File: src/rtl/alu_op_issue_if.sv
// Valid/ready bundle between IF/ID, the ALU issue stage and EX.
// The master drives the upstream word, flush and the EX ready; the slave drives the rest.
interface alu_op_issue_if;
    logic        in_valid;
    logic [31:0] in_instr;
    logic        in_ready;
    logic        flush;
    logic        out_valid;
    logic        out_ready;
    logic [1:0]  out_func;
    logic [4:0]  out_shift;
    logic [4:0]  out_rs;
    logic [4:0]  out_rt;
    logic [4:0]  out_rd;
    logic [31:0] out_imm;
    logic        out_use_imm;
    logic        out_reg_write;
    logic        out_mem_read;
    logic        out_mem_write;
    logic        out_branch;
    logic        out_illegal;

    modport master (
        output in_valid, in_instr, flush, out_ready,
        input  in_ready, out_valid, out_func, out_shift, out_rs, out_rt,
        input  out_rd, out_imm, out_use_imm, out_reg_write,
        input  out_mem_read, out_mem_write, out_branch, out_illegal
    );

    modport slave (
        input  in_valid, in_instr, flush, out_ready,
        output in_ready, out_valid, out_func, out_shift, out_rs, out_rt,
        output out_rd, out_imm, out_use_imm, out_reg_write,
        output out_mem_read, out_mem_write, out_branch, out_illegal
    );
endinterface

File: src/rtl/alu_op_issue.sv
// ALU-op decode stage: MIPS word -> func/shift/operand controls,
// queued in a 2-entry skid buffer toward EX.
module alu_op_issue #(
    parameter int          DEPTH     = 2,
    parameter logic [4:0]  LUI_SHAMT = 5'd16
) (
    input logic          clk,
    input logic          rst,
    alu_op_issue_if.slave bus
);
    if (DEPTH != 2) begin : g_depth_chk
        $error("alu_op_issue: DEPTH must be 2");
    end

    localparam logic [1:0] F_SLL = 2'b00;
    localparam logic [1:0] F_ADD = 2'b01;
    localparam logic [1:0] F_SUB = 2'b10;
    localparam logic [1:0] F_OR  = 2'b11;

    localparam logic [1:0] S_EMPTY = 2'd0;
    localparam logic [1:0] S_ONE   = 2'd1;
    localparam logic [1:0] S_FULL  = 2'd2;

    typedef struct packed {
        logic [1:0]  func;
        logic [4:0]  shift;
        logic [4:0]  rs;
        logic [4:0]  rt;
        logic [4:0]  rd;
        logic [31:0] imm;
        logic        use_imm;
        logic        reg_write;
        logic        mem_read;
        logic        mem_write;
        logic        branch;
        logic        illegal;
    } ent_t;

    logic [5:0] op;
    logic [5:0] fn;
    logic       r_type;
    ent_t       dec;

    assign op     = bus.in_instr[31:26];
    assign fn     = bus.in_instr[5:0];
    assign r_type = (op == 6'h00);

    always_comb begin
        dec      = '0;
        dec.rs   = bus.in_instr[25:21];
        dec.rt   = bus.in_instr[20:16];
        dec.rd   = r_type ? bus.in_instr[15:11] : bus.in_instr[20:16];
        dec.imm  = {{16{bus.in_instr[15]}}, bus.in_instr[15:0]};
        dec.func = F_ADD;
        unique case (1'b1)
            r_type && (fn == 6'h20 || fn == 6'h21): begin
                dec.reg_write = 1'b1;
            end
            r_type && (fn == 6'h22 || fn == 6'h23): begin
                dec.func      = F_SUB;
                dec.reg_write = 1'b1;
            end
            r_type && (fn == 6'h25): begin
                dec.func      = F_OR;
                dec.reg_write = 1'b1;
            end
            r_type && (fn == 6'h00): begin
                dec.func      = F_SLL;
                dec.shift     = bus.in_instr[10:6];
                dec.reg_write = 1'b1;
            end
            (op == 6'h08 || op == 6'h09): begin
                dec.use_imm   = 1'b1;
                dec.reg_write = 1'b1;
            end
            (op == 6'h0D): begin
                dec.func      = F_OR;
                dec.imm       = {16'h0, bus.in_instr[15:0]};
                dec.use_imm   = 1'b1;
                dec.reg_write = 1'b1;
            end
            (op == 6'h23): begin
                dec.use_imm   = 1'b1;
                dec.mem_read  = 1'b1;
                dec.reg_write = 1'b1;
            end
            (op == 6'h2B): begin
                dec.use_imm   = 1'b1;
                dec.mem_write = 1'b1;
            end
            (op == 6'h04): begin
                dec.func   = F_SUB;
                dec.branch = 1'b1;
            end
            // lui: the immediate is Src1 and is shifted up by LUI_SHAMT
            (op == 6'h0F): begin
                dec.func      = F_SLL;
                dec.shift     = LUI_SHAMT;
                dec.imm       = {16'h0, bus.in_instr[15:0]};
                dec.use_imm   = 1'b1;
                dec.reg_write = 1'b1;
            end
            default: begin
                dec.illegal = 1'b1;
            end
        endcase
    end

    logic [1:0] state;
    logic [1:0] nxt;
    logic       rdy;
    logic       push;
    logic       pop;
    ent_t       head;
    ent_t       tail;

    assign push = bus.in_valid & rdy & ~bus.flush;
    assign pop  = (state != S_EMPTY) & bus.out_ready;

    always_comb begin
        nxt = state;
        if (bus.flush) begin
            nxt = S_EMPTY;
        end else begin
            unique case (state)
                S_EMPTY: if (push) nxt = S_ONE;
                S_ONE: begin
                    if (push && !pop)      nxt = S_FULL;
                    else if (!push && pop) nxt = S_EMPTY;
                end
                S_FULL:  if (pop) nxt = S_ONE;
                default: nxt = S_EMPTY;
            endcase
        end
    end

    // head is always slot 0; tail only ever holds the second-oldest entry
    always_ff @(posedge clk or posedge rst) begin
        if (rst) begin
            state <= S_EMPTY;
            rdy   <= 1'b1;
            head  <= '0;
            tail  <= '0;
        end else begin
            state <= nxt;
            rdy   <= (nxt != S_FULL);
            if (!bus.flush) begin
                if (state == S_FULL && pop)
                    head <= tail;
                else if (push && (state == S_EMPTY || pop))
                    head <= dec;
                if (push && state == S_ONE && !pop)
                    tail <= dec;
            end
        end
    end

    assign bus.in_ready      = rdy;
    assign bus.out_valid     = (state != S_EMPTY);
    assign bus.out_func      = head.func;
    assign bus.out_shift     = head.shift;
    assign bus.out_rs        = head.rs;
    assign bus.out_rt        = head.rt;
    assign bus.out_rd        = head.rd;
    assign bus.out_imm       = head.imm;
    assign bus.out_use_imm   = head.use_imm;
    assign bus.out_reg_write = head.reg_write;
    assign bus.out_mem_read  = head.mem_read;
    assign bus.out_mem_write = head.mem_write;
    assign bus.out_branch    = head.branch;
    assign bus.out_illegal   = head.illegal;
endmodule

File: src/flat_wrapper.sv
// flat-port wrapper written by rule: the top's interface ports become plain ports
module alu_op_issue_flat 
#(
    parameter int          DEPTH     = 2,
    parameter logic [4:0]  LUI_SHAMT = 5'd16
)
  (clk, rst, bus_in_valid, bus_in_instr, bus_flush, bus_out_ready, bus_in_ready, bus_out_valid, bus_out_func, bus_out_shift, bus_out_rs, bus_out_rt, bus_out_rd, bus_out_imm, bus_out_use_imm, bus_out_reg_write, bus_out_mem_read, bus_out_mem_write, bus_out_branch, bus_out_illegal);
  alu_op_issue_if bus_i ();
  input logic clk;
  input logic rst;
  input wire logic [$bits(bus_i.in_valid)-1:0] bus_in_valid;
  input wire logic [$bits(bus_i.in_instr)-1:0] bus_in_instr;
  input wire logic [$bits(bus_i.flush)-1:0] bus_flush;
  input wire logic [$bits(bus_i.out_ready)-1:0] bus_out_ready;
  output wire logic [$bits(bus_i.in_ready)-1:0] bus_in_ready;
  output wire logic [$bits(bus_i.out_valid)-1:0] bus_out_valid;
  output wire logic [$bits(bus_i.out_func)-1:0] bus_out_func;
  output wire logic [$bits(bus_i.out_shift)-1:0] bus_out_shift;
  output wire logic [$bits(bus_i.out_rs)-1:0] bus_out_rs;
  output wire logic [$bits(bus_i.out_rt)-1:0] bus_out_rt;
  output wire logic [$bits(bus_i.out_rd)-1:0] bus_out_rd;
  output wire logic [$bits(bus_i.out_imm)-1:0] bus_out_imm;
  output wire logic [$bits(bus_i.out_use_imm)-1:0] bus_out_use_imm;
  output wire logic [$bits(bus_i.out_reg_write)-1:0] bus_out_reg_write;
  output wire logic [$bits(bus_i.out_mem_read)-1:0] bus_out_mem_read;
  output wire logic [$bits(bus_i.out_mem_write)-1:0] bus_out_mem_write;
  output wire logic [$bits(bus_i.out_branch)-1:0] bus_out_branch;
  output wire logic [$bits(bus_i.out_illegal)-1:0] bus_out_illegal;
  assign bus_i.in_valid = bus_in_valid;
  assign bus_i.in_instr = bus_in_instr;
  assign bus_i.flush = bus_flush;
  assign bus_i.out_ready = bus_out_ready;
  assign bus_in_ready = bus_i.in_ready;
  assign bus_out_valid = bus_i.out_valid;
  assign bus_out_func = bus_i.out_func;
  assign bus_out_shift = bus_i.out_shift;
  assign bus_out_rs = bus_i.out_rs;
  assign bus_out_rt = bus_i.out_rt;
  assign bus_out_rd = bus_i.out_rd;
  assign bus_out_imm = bus_i.out_imm;
  assign bus_out_use_imm = bus_i.out_use_imm;
  assign bus_out_reg_write = bus_i.out_reg_write;
  assign bus_out_mem_read = bus_i.out_mem_read;
  assign bus_out_mem_write = bus_i.out_mem_write;
  assign bus_out_branch = bus_i.out_branch;
  assign bus_out_illegal = bus_i.out_illegal;
  alu_op_issue #(.DEPTH(DEPTH), .LUI_SHAMT(LUI_SHAMT)) u_core (.clk(clk), .rst(rst), .bus(bus_i));
endmodule
File: config.mk
export PLATFORM = sky130hd
export DESIGN_NAME = alu_op_issue_flat
export DESIGN_NICKNAME = d
export VERILOG_FILES = /design/src/rtl/alu_op_issue_if.sv /design/src/rtl/alu_op_issue.sv /design/src/flat_wrapper.sv
export SDC_FILE = /design/constraint.sdc
export NUM_CORES = 1
export LEC_CHECK = 0
export ABC_AREA = 1
export CAP_MARGIN = 20
export CORE_UTILIZATION = 50
export CTS_CLUSTER_SIZE = 25
export DETAILED_ROUTE_END_ITERATION = 8
export HOLD_SLACK_MARGIN = 0.03
export PLACE_DENSITY = 0.82
export SYNTH_ARGS = -nofsm -noshare
export SYNTH_HDL_FRONTEND = slang
export SYNTH_SLANG_ARGS = --single-unit
File: constraint.sdc
create_clock -name clk -period 3.6 [get_ports clk]
set_input_delay 0.36 -clock clk [delete_from_list [all_inputs] [get_ports clk]]
set_output_delay 0.36 -clock clk [all_outputs]
set_load 0.02 [all_outputs]
==> results of run 1 <==
-- area by class of cell --
class                      count  area share, %
clock buffer                  11          2.538
clock inverter                 5          1.909
inverter                      32          2.223
multi-input combinational    379          30.97
sequential                    93          41.79
tap                          108          2.425
timing repair buffer         102          18.15
-- routing by layer --
metal  global-route usage, %  up-vias
met4                   10.68        0
met5                       0        -
met3                   3.902       25
met1                   31.78     1850
met2                   39.17      145
li1                        -     1871
-- registers in the layout, summed over array words and instances (netlist names) --
register,count
u_core.bus.in_ready,1
u_core.bus.out_branch,1
u_core.bus.out_func,2
u_core.bus.out_illegal,1
u_core.bus.out_imm,17
u_core.bus.out_mem_read,1
u_core.bus.out_mem_write,1
u_core.bus.out_rd,5
u_core.bus.out_reg_write,1
u_core.bus.out_rs,5
u_core.bus.out_rt,5
u_core.bus.out_shift,5
u_core.bus.out_use_imm,1
u_core.state,2
u_core.tail,45
-- critical path, stage by stage --
cell	delay [ns]
clkdlybuf4s50_1	0.49
inv_1	0.07
nand3_1	0.10
inv_1	0.08
nand4_2	0.07
buf_4	0.44
inv_2	0.40
o21ai_0	0.37
inv_1	0.08
-- synth_stat cells (all sizes together) --
master and n:
nor2 73, a21oi 27, inv 32, dfrtp 92
buf 42, a31oi 28, dfstp 1, o21ai 40
nand3 13, nand4 2, o21a 7, nor3 1
clkbuf 2, nand2 187, nand3b 1
-- final timing paths --
| check | startpoint | end | cells after the start |
|---|---|---|---|
| worst min register to register | u_core.bus.out_reg_write | u_core.bus.out_reg_write | 2 |
| worst min-delay path | rst | u_core.bus.out_shift[3] | 2 |
| worst max-delay path | bus_flush | u_core.state[1] | 9 |
| max in group asynchronous | rst | u_core.bus.out_rd[0] | 3 |
| min in group clk | u_core.bus.out_reg_write | u_core.bus.out_reg_write | 2 |
| worst max register to register | u_core.bus.in_ready | u_core.state[1] | 7 |
-- cells by family (layout without fill, tap and decap cells) --
kind of cell	after synthesis	count (layout)	synth area share (%)
simple gates	277	277	25.24
compound gates	102	102	13.22
flops	93	93	51.91
buf+inv	76	150	9.623
-- power by group through the flow --
stage	logic, W	registers (W)	clock network (W)
finish	0.000818	0.00138	0.000856
global route	0.000881	0.00141	0.000902
CTS	0.000823	0.00138	0.000860
detailed placement	0.000818	0.00140	0
global placement	0.000795	0.00139	0
floorplan	0.000366	0.00150	0
-- stage by stage --
step / utilization [%] / total power (W) / hold WS [ns] / area, sq um
3_3_place_gp: 61.05 / 0.002184 / 0.4615 / 5324
4_1_cts: 63.89 / 0.003064 / 0.2768 / 5572
5_1_grt: 63.89 / 0.003190 / 0.3020 / 5572
6_report: 63.89 / 0.003056 / 0.2660 / 5572
2_1_floorplan: - / 0.001866 / 0.4492 / 4486
3_5_place_dp: 61.05 / 0.002218 / 0.4662 / 5324
==> impl_metrics.toml, run 1 <==
[pwr]
clockPowerShare_pct = 28.0
power_switching_w = 0.0009304
leakage_nw = 2.621
p_int_w = 0.002125
power.share.switching_pct = 30.45
cellPowerDensity_nw_per_um2 = 548.4
power_frac_seq_pct = 45.2
vdd_ir_drop_max_v = 0.0003102
combPwrFrac_pct = 26.8

[detailed_routing]
avgViaCountPerCell = 5.330
dr.pass1.iters = 5
ant_nets = 0
vias = 3891
drc = 0
route.top_layer_used = "met4"
met3_wirelength_um = 542
wl_met2_um = 5236
detail_route.wl_per_cell_um = 14.80
drtIter0Drc = 327
routed_wl_um = 10810
wl_met1_um = 4774

[setup_path]
critical_path.endpoint_type = "flop"
arrival_ns = 2.46
critical_path_peak_fanout = 58
crit_type = "input port to flop"
worst_setup_path_start_kind = "input port"
required_ns = 3.84
rrSetupSlack_ns = 1.54

[cells_and_area]
seq_area_sq_um = 2328
syn_to_final_growth_pct = 24.21
nFillCells = 687
antennaDiodeCount = 0
final_cell_mix = "nand2_1 (185), clkdlybuf4s50_1 (98), dfrtp_1 (92)"
nets = 654
drive_above_1_share_pct = 7.395
multiInputGateArea_sq_um = 1725
fin_cells = 730
final_common_cell = "nand2_1"

[place]
gp_congestion = 0.8853
io_buffers = 98
dpl.cell_count = 714
hpwl_um = 7266
dp_slack_ns = 1.002

[timing]
period_needed_ns = 2.219
relSlewSlack_pct = 41.46
worst_pin_slew_ns = 0.8768
fmax_mhz = 450.7
clock_skew_ns = 0.004399
setup_tns_ns = 0
grt_setup_unrepaired = "no"
setup_ws_ns = 1.381
hold_viol = 0
setup_viol = 0
drv_slew = 0
min_period_over_period_pct = 61.63

[grt]
first_global_vias = 3758
antenna_found_initial = 0
grt_max_degree = 67
overflow = 0
grt_usage_pct = 24.04
grt_pass1_wl_um = 18190

[clock_network]
ctsHoldBuffers = 0
cts-buffers-inserted = 9
cts.path.max_buffers = 2
cts_tree = "done"
postCtsSetupBuffers = 0
clk_pin_slew_ns = 0.09
cts_resized = 0
clock_latency_ns = 0.36
cts_root_buffer = "clkbuf_8"
cts_max_level = 3
clkSinkCount = 93

[synthesis]
synth_area_leaders = "dfrtp_1 (51%), nand2_1 (15%), nor2_1 (5.4%), a31oi_1 (3.9%), buf_4 (3.3%)"
syn_area_sq_um = 4486
ys_types = 28
synth_warnings = 0
netlist_instances = 548
yosysTopAreaCellShare_pct = 51.32
synth-seq-area-share_pct = 51.91
synth.avg_cell_area_sq_um = 8.185
synth_largest_area_cell = "dfrtp_1"
synth_fp_nets = 585
synth_seq_cells = 93

[floorplanning]
rows = 34
coreArea_sq_um = 8721
num_io_pins = 99
fp.dieH_um = 96.72
fp.dieW_um = 96.72
initial_core_util_pct = 51.43
dieArea_sq_um = 9354

[worst_hold_path]
min_path_type = "input port to asynchronous set/reset pin"

[run_status]
outcome = "finished clean"

[job]
drv_cap = 0
Power figures use the tool's default switching activity.
==> inputs of run 2 (changes only) <==
--- a/config.mk
+++ b/config.mk
@@ -7,11 +7,11 @@
 export LEC_CHECK = 0
 export ABC_AREA = 1
 export CAP_MARGIN = 20
-export CORE_UTILIZATION = 50
+export CORE_UTILIZATION = 46
 export CTS_CLUSTER_SIZE = 25
 export DETAILED_ROUTE_END_ITERATION = 8
 export HOLD_SLACK_MARGIN = 0.03
-export PLACE_DENSITY = 0.82
+export PLACE_DENSITY = 0.8
 export SYNTH_ARGS = -nofsm -noshare
 export SYNTH_HDL_FRONTEND = slang
 export SYNTH_SLANG_ARGS = --single-unit
==> constraint.sdc (replaced) <==
create_clock -name clk -period 1.9 [get_ports clk]
set_input_delay 0.19 -clock clk [delete_from_list [all_inputs] [get_ports clk]]
set_output_delay 0.19 -clock clk [all_outputs]
set_load 0.02 [all_outputs]
==> impl_metrics.toml, run 2 (synthesized netlist as in run 1, its figures left out) <==
[place]
io_buffers = 98
hpwl_um = 7685
dpl.cell_count = 745
gp_congestion = 0.9584

[clock_network]
postCtsSetupBuffers = 0
cts_tree = "done"
clk_pin_slew_ns = 0.10
cts.path.max_buffers = 2
ctsHoldBuffers = 0
cts_root_buffer = "clkbuf_8"
cts-buffers-inserted = 9
clock_latency_ns = 0.37
cts_max_level = 3
clkSinkCount = 93
cts_resized = 0

[timing]
grt_setup_unrepaired = "no"
setup_viol = 0
hold_viol = 0
clock_skew_ns = 0.01250
min_period_over_period_pct = 90.33
worst_pin_slew_ns = 0.4155
drv_slew = 0
fmax_mhz = 582.7
period_needed_ns = 1.716
relSlewSlack_pct = 72.24
setup_tns_ns = 0

[run_status]
outcome = "finished clean"

[setup_path]
critical_path_peak_fanout = 4
r2r_cells = 7
r2r-end = "u_core.tail[40]"
slowest_stage = "clkdlybuf4s50_1"
crit_type = "flop to output pin"
critPathMaxStageDelay_ns = 0.53
crit_chain = "nor2_2 > inv_1 > clkdlybuf4s50_1"
required_ns = 1.71
critical_path.endpoint_type = "output pin"
worst_setup_path_start_kind = "flop"
arrival_ns = 1.53
reg2reg_from = "u_core.bus.in_ready"
rrSetupSlack_ns = 0.36

[cells_and_area]
nets = 664
drive_above_1_share_pct = 9.177
nFillCells = 794
final_common_cell = "nand2_1"
final_cell_mix = "nand2_1 (185), clkdlybuf4s50_1 (98), dfrtp_1 (91)"
top_register = "u_core.tail"
multiInputGateArea_sq_um = 1725
antennaDiodeCount = 0
largest_reg_flops = 45
syn_to_final_growth_pct = 27.36
fin_cells = 761
seq_area_sq_um = 2330

[pwr]
cellPowerDensity_nw_per_um2 = 993.6
leakage_nw = 2.670
vdd_ir_drop_max_v = 0.0004087
power.total_w = 0.005677

[detailed_routing]
dr.pass1.iters = 5
drtIter0Drc = 301
ant_nets = 0
vias = 3916
avgViaCountPerCell = 5.146
detail_route.wl_per_cell_um = 14.10
drc = 0
routed_wl_um = 10730

[worst_hold_path]
min_path_type = "input port to asynchronous set/reset pin"

[grt]
grt_use_met1_pct = 31.96
grt_usage_pct = 22.68
grt-busiest-layer = "met2"
first_global_vias = 3757
met2_usage_pct = 35.77
antenna_found_initial = 0
grt_pass1_wl_um = 18060
overflow = 0
grt_max_degree = 48
met3_usage_pct = 3.953

[floorplanning]
fp.dieW_um = 100.8
num_io_pins = 99
rows = 35
coreArea_sq_um = 9328
initial_core_util_pct = 48.09
fp.dieH_um = 100.8
dieArea_sq_um = 10150

[job]
drv_cap = 0
run 2: changes by cell type in the layout (fill, tap and decap cells not counted), sizes merged:
cell | before | now
clkinv | 1 | 2
clkbuf | 11 | 9
buf | 4 | 14
bufinv | 3 | 2
clkinvlp | 1 | 3
run 2: layout make-up:
| type | count | area share, % |
|---|---|---|
| sequential | 93 | 40.78 |
| tap | 129 | 2.825 |
| clock inverter | 7 | 1.708 |
| inverter | 32 | 2.212 |
| clock buffer | 9 | 2.168 |
| multi-input combinational | 379 | 30.20 |
| timing repair buffer | 112 | 20.11 |
run 2: worst max-delay path by stage:
stage,from,to
6_report,u_core.state[1],bus_out_valid
5_1_grt,u_core.state[1],bus_out_valid
4_1_cts,u_core.bus.out_imm[30],bus_out_imm[17]
3_5_place_dp,bus_in_instr[26],u_core.bus.out_func[0]
3_3_place_gp,bus_in_instr[26],u_core.bus.out_func[0]
2_1_floorplan,u_core.bus.in_ready,u_core.tail[36]
run 2: per-stage QoR:
stage | area [sq um] | worst slack (ns) | util [%] | hold WS [ns]
6_report | 5713 | 0.1837 | 61.25 | 0.1709
5_1_grt | 5713 | 0.1184 | 61.25 | 0.1906
4_1_cts | 5712 | 0.02277 | 61.23 | 0.1800
3_5_place_dp | 5490 | 0.06548 | 58.86 | 0.4658
3_3_place_gp | 5490 | 0.1358 | 58.86 | 0.4619
2_1_floorplan | 4489 | 0.4471 | - | 0.2996
run 2: layer usage:
metal,up-vias,routed length (um),part of all wire [%]
met2,129,5106,48
met1,1880,4967,46
li1,1892,-,-
met3,15,529,4.9
met5,-,0,0
met4,0,129,1.2
run 2: critical path: cells and delay by family (launching register included):
family        cells  cell delay (ns)
simple gates      1             0.16
flops             1             0.44
buf+inv           2             0.58
run 2: report_power, final:
group	internal (W)	total, W	leakage, nW	switching [W]
Combinational	0.000755	0.00157	1.43	0.000811
Sequential	0.00238	0.00262	1.13	0.000241
Clock	0.000746	0.00149	0.106	0.000747
==> inputs of run 3 (changes only) <==
--- a/config.mk
+++ b/config.mk
@@ -5,7 +5,6 @@
 export SDC_FILE = /design/constraint.sdc
 export NUM_CORES = 1
 export LEC_CHECK = 0
-export ABC_AREA = 1
 export CAP_MARGIN = 20
 export CORE_UTILIZATION = 46
 export CTS_CLUSTER_SIZE = 25
==> impl_metrics.toml, run 3 <==
[clock_network]
cts.path.max_buffers = 2
cts_root_buffer = "clkbuf_8"
cts_tree = "done"
clock_latency_ns = 0.38
clkSinkCount = 93
cts_max_level = 3
clk_pin_slew_ns = 0.10
cts-buffers-inserted = 9

[cells_and_area]
largest_reg_flops = 45
top_register = "u_core.tail"
final_cell_mix = "nand2_1 (164), clkdlybuf4s50_1 (97), dfrtp_1 (91)"
nets = 660
final_util_pct = 65.35
antennaDiodeCount = 0
final_common_cell = "nand2_1"
syn_to_final_growth_pct = 36.89
nFillCells = 756
drive_above_1_share_pct = 12.74
fin_area_sq_um = 6096

[floorplanning]
coreArea_sq_um = 9328
dieArea_sq_um = 10080
fp.dieH_um = 100.4
initial_core_util_pct = 47.74
fp.dieW_um = 100.4
rows = 35
num_io_pins = 99

[worst_hold_path]
min_path_type = "input port to asynchronous set/reset pin"

[setup_path]
critPathMaxStageDelay_ns = 0.39
cp.depth = 7
rrSetupSlack_ns = 0.09
r2r-end = "u_core.bus.out_rs[3]"
crit_path_frequent_cell = "buf_4"
required_ns = 2.19
crit_chain = "buf_4 > or2_1 > o311ai_4 > buf_12 > buf_4 > nor2_1 > a31oi_1"
r2r_cells = 7
cp_top_family = "buffers and inverters"
reg2reg_from = "u_core.state[0]"
worst_setup_path_start_kind = "flop"
slowest_stage = "dfrtp_1"
critical_path_peak_fanout = 12
critical_path.endpoint_type = "flop"
cp-startpoint = "u_core.state[0]"
crit_type = "flop to flop"
arrival_ns = 2.10
critPathBufInv = 3

[timing]
clock_skew_ns = 0.01205
relSlewSlack_pct = 68.52
period_needed_ns = 1.813
drv_slew = 0
setup_tns_ns = 0
hold_viol = 0
min_period_over_period_pct = 95.41
fmax_mhz = 551.7
holdWs_ns = 0.1803
worst_pin_slew_ns = 0.4712
setup_viol = 0

[synthesis]
synth_fp_nets = 548
netlist_instances = 511
ys_async_sr_fraction_pct = 100.0
yosysTopAreaCellShare_pct = 51.70
synth_most_common_cell = "nand2_1"
synth_largest_area_cell = "dfrtp_1"
synth.avg_cell_area_sq_um = 8.714
synthTopCellsByCount = "nand2_1 (164), dfrtp_1 (92), nor2_1 (44)"
synthFlopType = "dfrtp_1"
synth_edf_count = 0
synth_area_leaders = "dfrtp_1 (52%), nand2_1 (14%), a31oi_1 (5.2%), nor2_1 (3.7%), buf_4 (2.5%)"
syn_area_sq_um = 4453
synth-seq-area-share_pct = 52.29
ys_types = 52
synth_seq_cells = 93
synth_warnings = 0

[grt]
grt_pass1_wl_um = 18840
grt_usage_pct = 23.90
grt_max_degree = 44
first_global_vias = 3971
overflow = 0
antenna_found_initial = 0

[detailed_routing]
routed_wl_um = 11620
avgViaCountPerCell = 5.362
vias = 4059
drtIter0Drc = 227
ant_nets = 0
drc = 0
detail_route.wl_per_cell_um = 15.35
dr.pass1.iters = 5

[run_status]
outcome = "finished clean"

[place]
place_area_sq_um = 5782
io_buffers = 98
hpwl_um = 8114
gp_congestion = 0.8984

[pwr]
vdd_ir_drop_max_v = 0.0004006
leakage_nw = 2.757
cellPowerDensity_nw_per_um2 = 962.4

[job]
drv_cap = 0
run 3: repair_timing:
action,CTS,global route
setup endpoints to repair,17,8
gates cloned,0,1
hold buffers,0,0
gates resized for setup,3,1
pin swaps,0,1
buffers inserted,0,4
run 3: per-layer routing:
metal | global-route usage (%) | vias up | part of all wire, %
met1 | 29.44 | 1943 | 42
met4 | 7.804 | 0 | 2.1
met5 | 0 | - | 0
met3 | 4.387 | 24 | 6.0
li1 | - | 1933 | -
met2 | 42.36 | 159 | 50
run 3: logic make-up after synthesis:
logic type	synth area share, %
buffers and inverters	7.221
muxes	0.4496
DFF	52.29
and+or+nand+nor	25.88
AOI/OAI and AO/OA	14.16
run 3: how the worst max path moves through the flow:
stage,to,slack (ns)
3_5_place_dp,u_core.tail[0],-0.15
4_1_cts,u_core.tail[56],0.005
5_1_grt,u_core.bus.out_rs[1],-0.01
2_1_floorplan,u_core.tail[53],0.07
3_3_place_gp,u_core.bus.out_use_imm,-0.08
6_report,u_core.bus.out_rs[3],0.09
run 3: layout make-up:
class,instances,area [sq um],share of cell area [%]
flip-flops and latches,93,2330,38.22
multi-input cells,357,1817,29.80
repair buffers,149,1484,24.34
well taps,129,161.4,2.648
clock inverters,7,127.6,2.094
clock buffers,9,123.9,2.032
inverters,13,52.55,0.8621
run 3: metrics by stage:
stage                     std cells  power [W]  setup slack, ns
after floorplan                 511   0.003471          0.06695
after global placement          736   0.004153         -0.08449
after detailed placement        736   0.004223          -0.1507
after CTS                       752   0.005870         0.004574
after global routing            757   0.006163         -0.01129
final                           757   0.005867          0.08727
run 3: report_power, final:
| part | switching (W) | internal [W] |
|---|---|---|
| clock | 0.000758 | 0.000897 |
| combinational | 0.000823 | 0.000787 |
| sequential | 0.000239 | 0.00236 |
